$ cat config.mk
export PLATFORM = sky130hd
export DESIGN_NAME = mem_store_unit
export DESIGN_NICKNAME = d
export VERILOG_FILES = /design/src/rtl/mem_store_unit.sv
export SDC_FILE = /design/constraint.sdc
export NUM_CORES = 1
export LEC_CHECK = 0
export CAP_MARGIN = 0
export CORE_ASPECT_RATIO = 0.7
export CORE_MARGIN = 2
export CORE_UTILIZATION = 25
export CTS_BUF_LIST = sky130_fd_sc_hd__clkbuf_4
export CTS_CLUSTER_SIZE = 25
export DETAILED_ROUTE_END_ITERATION = 16
export PLACE_DENSITY_LB_ADDON = 0.3
export SLEW_MARGIN = 10
export SYNTH_ARGS = -nofsm -noshare
export SYNTH_HDL_FRONTEND = slang
export SYNTH_SLANG_ARGS = --single-unit
$ cat constraint.sdc
create_clock -name clk -period 3.4 [get_ports clk]
set_clock_uncertainty 0.2 [all_clocks]
set_input_delay 0.51 -clock clk [delete_from_list [all_inputs] [get_ports clk]]
set_output_delay 0.51 -clock clk [all_outputs]
set_load 0.01 [all_outputs]
$ cat src/rtl/mem_store_unit.sv
// mem_store_unit -- store-data select plus store sequencer.
//
// Picks store data from one of NSRC packed sources, latches the request and
// issues it to memory. Word stores go straight to a write; byte and halfword
// stores read the containing word, merge the new lane in and write it back.
// All outputs are registered and cleared by an asynchronous active-high reset.
//
// Ports:
//   clk, reset         clock (rising edge), async active-high reset
//   start              request pulse, only looked at when idle
//   src_sel, src_data  source index and packed sources (source k at [k*DATA_W +: DATA_W])
//   size, addr         00 word / 01 half / 10 byte / 11 reserved, byte address
//   mem_rdata          read data, valid RD_LAT cycles after the mem_rd cycle
//   mem_addr           word-aligned address of the request in flight (0 when idle)
//   mem_wdata          write data, non-zero only in the write cycle
//   mem_rd, mem_wr     one-cycle read / write strobes
//   busy, done, err    status; err pulses together with done on a bad request
module mem_store_unit #(
  parameter int DATA_W = 32,
  parameter int ADDR_W = 32,
  parameter int NSRC   = 2,
  parameter int RD_LAT = 1
) (
  input  logic                     clk,
  input  logic                     reset,
  input  logic                     start,
  input  logic [$clog2(NSRC)-1:0]  src_sel,
  input  logic [NSRC*DATA_W-1:0]   src_data,
  input  logic [1:0]               size,
  input  logic [ADDR_W-1:0]        addr,
  input  logic [DATA_W-1:0]        mem_rdata,
  output logic [ADDR_W-1:0]        mem_addr,
  output logic [DATA_W-1:0]        mem_wdata,
  output logic                     mem_rd,
  output logic                     mem_wr,
  output logic                     busy,
  output logic                     done,
  output logic                     err
);
  localparam int SEL_W = $clog2(NSRC);
  localparam int CNT_W = $clog2(RD_LAT + 1);

  typedef enum logic [2:0] {S_IDLE, S_READ, S_WAIT, S_WRITE, S_DONE, S_ERR} state_t;

  state_t              state_q, state_d;
  logic [DATA_W-1:0]   sel_data_q, sel_data_d;
  logic [1:0]          size_q, size_d;
  logic [1:0]          addr_lo_q, addr_lo_d;
  logic [CNT_W-1:0]    cnt_q, cnt_d;
  logic [ADDR_W-1:0]   mem_addr_q, mem_addr_d;
  logic [DATA_W-1:0]   mem_wdata_q, mem_wdata_d;
  logic                mem_rd_q, mem_rd_d, mem_wr_q, mem_wr_d;
  logic                busy_q, busy_d, done_q, done_d, err_q, err_d;
  logic [DATA_W-1:0]   src_pick;
  logic                req_bad;

  // Replace one byte or halfword lane (little-endian) of the read word.
  function automatic logic [DATA_W-1:0] merge_lane(input logic [DATA_W-1:0] base,
                                                   input logic [DATA_W-1:0] d,
                                                   input logic [1:0] sz,
                                                   input logic [1:0] lo);
    logic [DATA_W-1:0] r;
    r = base;
    if (sz == 2'b01) r[{lo[1], 4'b0000} +: 16] = d[15:0];
    else             r[{lo, 3'b000} +: 8]      = d[7:0];
    return r;
  endfunction

  // Out-of-range indices fall back to source 0.
  always_comb begin
    src_pick = src_data[DATA_W-1:0];
    for (int k = 1; k < NSRC; k++)
      if (src_sel == SEL_W'(k)) src_pick = src_data[k*DATA_W +: DATA_W];
  end

  assign req_bad = (size == 2'b11) ||
                   (size == 2'b01 && addr[0]) ||
                   (size == 2'b00 && addr[1:0] != 2'b00);

  // Next-state and next-output logic; outputs are registered on the
  // transition into the state that owns them.
  always_comb begin
    state_d     = state_q;
    sel_data_d  = sel_data_q;
    size_d      = size_q;
    addr_lo_d   = addr_lo_q;
    cnt_d       = cnt_q;
    mem_addr_d  = mem_addr_q;
    mem_wdata_d = '0;
    mem_rd_d    = 1'b0;
    mem_wr_d    = 1'b0;
    done_d      = 1'b0;
    err_d       = 1'b0;
    unique case (state_q)
      S_IDLE: if (start) begin
        sel_data_d = src_pick;
        size_d     = size;
        addr_lo_d  = addr[1:0];
        mem_addr_d = {addr[ADDR_W-1:2], 2'b00};
        if (req_bad) begin
          state_d = S_ERR;
          done_d  = 1'b1;
          err_d   = 1'b1;
        end else if (size == 2'b00) begin
          state_d     = S_WRITE;
          mem_wr_d    = 1'b1;
          mem_wdata_d = src_pick;
        end else begin
          state_d  = S_READ;
          mem_rd_d = 1'b1;
        end
      end
      S_READ: begin
        cnt_d   = CNT_W'(RD_LAT);
        state_d = S_WAIT;
      end
      // The write-data register doubles as the read-modify-write buffer:
      // the merged word is formed while mem_rdata is valid.
      S_WAIT: begin
        if (cnt_q == CNT_W'(1)) begin
          state_d     = S_WRITE;
          mem_wr_d    = 1'b1;
          mem_wdata_d = merge_lane(mem_rdata, sel_data_q, size_q, addr_lo_q);
        end
        cnt_d = cnt_q - CNT_W'(1);
      end
      S_WRITE: begin
        state_d = S_DONE;
        done_d  = 1'b1;
      end
      S_DONE, S_ERR: begin
        state_d    = S_IDLE;
        mem_addr_d = '0;
      end
      default: begin
        state_d    = S_IDLE;
        mem_addr_d = '0;
      end
    endcase
    busy_d = (state_d != S_IDLE);
  end

  always_ff @(posedge clk or posedge reset) begin
    if (reset) begin
      state_q     <= S_IDLE;
      sel_data_q  <= '0;
      size_q      <= '0;
      addr_lo_q   <= '0;
      cnt_q       <= '0;
      mem_addr_q  <= '0;
      mem_wdata_q <= '0;
      mem_rd_q    <= 1'b0;
      mem_wr_q    <= 1'b0;
      busy_q      <= 1'b0;
      done_q      <= 1'b0;
      err_q       <= 1'b0;
    end else begin
      state_q     <= state_d;
      sel_data_q  <= sel_data_d;
      size_q      <= size_d;
      addr_lo_q   <= addr_lo_d;
      cnt_q       <= cnt_d;
      mem_addr_q  <= mem_addr_d;
      mem_wdata_q <= mem_wdata_d;
      mem_rd_q    <= mem_rd_d;
      mem_wr_q    <= mem_wr_d;
      busy_q      <= busy_d;
      done_q      <= done_d;
      err_q       <= err_d;
    end
  end

  assign mem_addr  = mem_addr_q;
  assign mem_wdata = mem_wdata_q;
  assign mem_rd    = mem_rd_q;
  assign mem_wr    = mem_wr_q;
  assign busy      = busy_q;
  assign done      = done_q;
  assign err       = err_q;
endmodule

# Word level (Yosys, flattened, before mapping)
# Index checks and enable logic that the tools add are counted.
totals:
  register_bits: 93
  input_bits: 134
  out_inout_bits: 69
  word_cells: 69
op_classes:
  n_addsub: 3
  n_eq_ne: 7
  n_shift: 4
  muxes: 30
  bitwise_logic: 1
  n_reduce_logical: 12
op_table:
  columns: ["cell", "n"]
  rows:
  - ["$mux W32", 7]
  - ["$pmux W32 S2", 2]
  - ["$bwmux W32", 2]
  - ["$shift A16 B7 Y32 const A", 1]
  - ["$shift A8 B7 Y32 const A", 1]
  - ["$shiftx A16 B7 Y32", 1]
  - ["$shiftx A8 B7 Y32", 1]
  - ["$neg A5 Y7", 2]
  - ["$pmux W3 S4", 1]
  - ["$mux W1", 11]
  - ["$mux W3", 3]
  - ["$eq A3 B2 Y1 const B", 2]
  - ["$pmux W1 S2", 3]
  - ["$eq A2 B1 Y1 const B", 2]
  - ["$reduce_and A2 Y1", 2]
  - ["$reduce_bool A2 Y1", 2]
  - ["$eq A3 B1 Y1 const B", 1]
  - ["$logic_not A3 Y1", 1]
  - ["$reduce_bool A3 Y1", 1]
  - ["$reduce_or A3 Y1", 1]
  - ["$eq A2 B2 Y1 const B", 1]
  - ["$logic_and A1 B1 Y1", 2]
  - ["$logic_not A2 Y1", 1]
  - ["$logic_or A1 B1 Y1", 2]
  - ["4 further kinds", 4]

# Depth between registers and ports, before layout
logic_depth:
  word_depth: 8
  mapped_depth: 7
  ltp_nobuf: 5

# Worst setup path after synthesis
# OpenSTA, ideal clock, no wires.
synth_timing:
  path_type: "reg2reg"
  startpoint: "reg addr_lo_q[1]"
  endpoint: "reg mem_wdata_q[16], in the netlist mem_wdata[16]"
  setup_ns: 0.101
  arrival_ns: 1.953
  required_time_ns: 3.099
  path_slack_ns: 1.146
  path_stages_with_launch: 8
  path_buffers: 2
  period_less_slack_ns: 2.254
  cell_sequence: "dfrtp_1 > clkinv_1 > clkbuf_1 > ha_1 > nor4bb_1 > buf_1 > a221oi_1 > o32ai_1"
synth_via:
  elab_chain_len: 6
  word_cells_on_any_way: 11
  cone_classes: "2 x add/sub; 4 x shift; 5 x mux"
synth_rtl:
  columns: ["item", "line_no", "text"]
  rows:
  - ["start: declaration", "48", "logic [1:0] addr_lo_q, addr_lo_d;"]
  - ["start signal: assignment", "161", "addr_lo_q <= addr_lo_d;"]
  - ["$neg A5 Y7, on equally long branches", "64, 65", null]
  - ["$shiftx A16 B7 Y32 (tied with other cells)", "64", "if (sz == 2'b01) r[{lo[1], 4'b0000} +: 16] = d[15:0];"]
  - ["$bwmux W32, on equally long branches", "64, 65", null]
  - ["$mux W32 (*)", "64", null]
  - ["$mux W32 (*)", "120", "if (cnt_q == CNT_W'(1)) begin"]
  - ["$pmux W32 S2 (*)", "94", "unique case (state_q)"]
  - ["via mem_wdata_d[16]", "51", "logic [DATA_W-1:0] mem_wdata_q, mem_wdata_d;"]
  - ["end signal: assignment", "164", "mem_wdata_q <= mem_wdata_d;"]
  - ["end: declaration", "51", null]
# The timed path passes the listed nets; every way through them passes the cells marked *.
# A chain may end at the register's enable or synchronous reset.

# Worst setup path in the final report
layout_timing:
  startpoint: "reg addr_lo_q[1]"
  endpoint: "reg mem_wdata_q[6], in the netlist mem_wdata[6]"
# The elaborated chain is that of the path after synthesis.

==> results.tsv <==
metric	value	unit
Final Hold Viols	0	
Post-route DRC	0	
global-route wire length before repair	26500	um
unrepaired setup endpoints after global routing	false	
Hold WS	0.177	ns
commonest non-fill, non-tap cell in the layout	clkdlybuf4s50_1	
Final Non-Filler Cells	920	
max-slew violations	0	
clock network power share	15.4	%
Synth Warn #	0	
core box area	19000	um2
largest net degree at the start of global routing	53	
antenna-violating nets left	0	
crit-path cells	clkinv_1 -> buf_4 -> ha_1 -> nor3b_2 -> a221oi_1 -> o32ai_1	
post-route cell area	7290	um2
status	finished clean	
slew margin rel.	45.2	%
FF+latch count, synth	91	
PwrDens	747	nW/um2
post-synthesis cell count	471	
Yosys cell types	40	
complex-gate fraction of the synthesized area	22.4	%
fmax	419	MHz
Peak VDD IR	0.226	mV
CTS Sinks	91	
TNS Setup	0	ns
Int Pwr	3.24	mW
Net Switching	2.20	mW
critical path type	flop to flop	
Die ar.	20700	um2
clk_lat worst skew	0.46	ns
GP Congestion	0.748	
CP Max Fanout	20	
leak pwr	2.87	nW
vias in the first global route	4609	
CP Buf/Inv Count	2	
Worst setup SP type	flop	
Post-Synth Adder-Cell Area	1.28	%
largest family of logic cells by synthesized area	compound AO/OA/AOI/OAI gates	
post-CTS sizing	0	
post-synthesis mux area share	7.01	%
Longest Clk Path Bufs	2	
sequential power share	34.0	%
fraction of power spent switching nets	40.4	%
fraction of the mapped netlist area in simple logic gates	14.5	%
logic gate share of total power	50.6	%
Syn Area/Cell	10.4	um2
Port Buf Inserts	200	
Post-DP HPWL	12400	um
share of the yosys chip area belonging to registers	46.6	%
Post-Synth XOR/XNOR Area	0.179	%
Remaining Overflow, GRT	0	
Detailed Route Iter0 Violations	258	
Overall Power	5.45	mW
dpl cell area	7080	um2
io pins	203	
Post-CTS Setup Repair Bufs	0	
Worst EP required	3.56	ns
Final Cycle Share	70.2	%
die width	171	um
synthesized area	4890	um2
CTS tree	yes	
H-tree levels	3	
CP endpoint kind	flop	
Total GRT Usage	16.9	%
Tmin final	2.39	ns
CP peak stage delay	0.57	ns
Die Span Y	121	um
# rows	42	
vias	4528	
most frequent cells in the layout	clkdlybuf4s50_1 (199), dfrtp_1 (91), inv_1 (35)	
Worst path slowest cell	nor3b_2	
WL/cell	18.9	um
root buf cell	clkbuf_4	
TritonRoute pass-1 iters	5	
vias per cell	4.92	
initial antenna violation count	4	
Nets	788	
measured slew at the worst slew-check pin	0.822	ns
WP data arrival	2.54	ns
Hold Crit Class	input pin to async pin	
critical path's top delay family	simple AND/OR/NAND/NOR gates	
Starting Density	25.7	%
share of layout cells above drive strength 1	6.12	%
total CTS buffers	9	
P&R area growth vs syn	49.2	%
clk slew on worst S/H paths	0.15	ns
placed cells	902	
hold buffer count at cts	0	
final wirelength	17400	um
max cap viols	0	
Setup Viol. Count Final	0	
layout make-up:
type / count / area, um2
Inverter: 37 / 141
Clock buffer: 9 / 67.6
Antenna cell: 2 / 5.00
Tap cell: 264 / 330
Multi-Input combinational cell: 297 / 2220
Clock inverter: 7 / 140
Sequential cell: 91 / 2280
Timing Repair Buffer: 213 / 2110
Fill cell: 1894 / 11700
cells in the mapped netlist (all sizes together):
library cell	n	area, um2
dfrtp	91	2280
inv	36	135
o21ai	34	170
a211oi	32	240
a221oi	32	280
mux2i	32	320
o32ai	32	280
nand4b	30	263
clkbuf	24	93.8
buf	23	158
nor2	19	73.8
nor2b	18	113
a21oi	17	85.1
and2	16	100
nand2	7	31.3
ha	5	62.6
mux2	2	22.5
nand2b	2	12.5
nor3b	2	25.0
nor4bb	2	20.0
o21bai	2	15.0
a21o	1	7.51
and2b	1	7.51
and4b	1	10.0
clkinv	1	3.75
conb	1	3.75
nand3b	1	7.51
nor3	1	5.00
nor4	1	6.26
nor4b	1	23.8
o21a	1	7.51
o311a	1	10.0
or3b	1	8.76
xnor2	1	8.76
power groups by stage:
stage / registers (mW) / logic [mW] / clock network, mW
floorplan: 1.87 / 1.55 / 0
CTS: 1.85 / 2.76 / 0.859
finish: 1.85 / 2.76 / 0.838
detailed placement: 1.87 / 2.75 / 0
global route: 1.90 / 3.03 / 0.910
global placement: 1.86 / 2.69 / 0
worst paths after layout:
path	startpoint	end	slack (ns)	cells past startpoint
setup / recovery	addr_lo_q[1]$_DFFE_PP0P_	mem_wdata[6]$_DFF_PP0_	1.01	6
hold / removal	reset	mem_addr[25]$_DFFE_PP0P_	0.18	2
setup reg to reg	addr_lo_q[1]$_DFFE_PP0P_	mem_wdata[6]$_DFF_PP0_	1.01	6
hold reg to reg	size_q[1]$_DFFE_PP0P_	size_q[1]$_DFFE_PP0P_	0.35	1
max in group asynchronous	reset	mem_addr[12]$_DFFE_PP0P_	2.19	3
min in group clk	size_q[1]$_DFFE_PP0P_	size_q[1]$_DFFE_PP0P_	0.35	1
cells by family after synthesis:
logic type,count (synthesis)
compound gates,152
xor+xnor,1
fa+ha+maj,5
buf+inv,84
flops,91
mux,34
other cells,1
simple gates,103
flip-flops by register name (all words and copies together), names as in the netlist:
name,cells
state_q,3
mem_wdata,32
err,1
cnt_q,1
mem_rd,1
sel_data_q,16
mem_addr,30
addr_lo_q,2
done,1
busy,1
mem_wr,1
size_q,2
routing by layer:
metal  track usage (%)  routed length, um
met1              23.1               7900
met2              25.7               7890
met4              5.88                351
met5                 0                  0
met3              4.53               1270
metrics by stage:
stage,setup WS [ns],util (%)
after floorplan,0.326,-
after global placement,0.823,37.2
after detailed placement,0.704,37.2
after CTS,1.03,38.3
after global routing,0.849,38.3
final,1.01,38.3
Note: power is estimated with default switching activity, not from simulation.
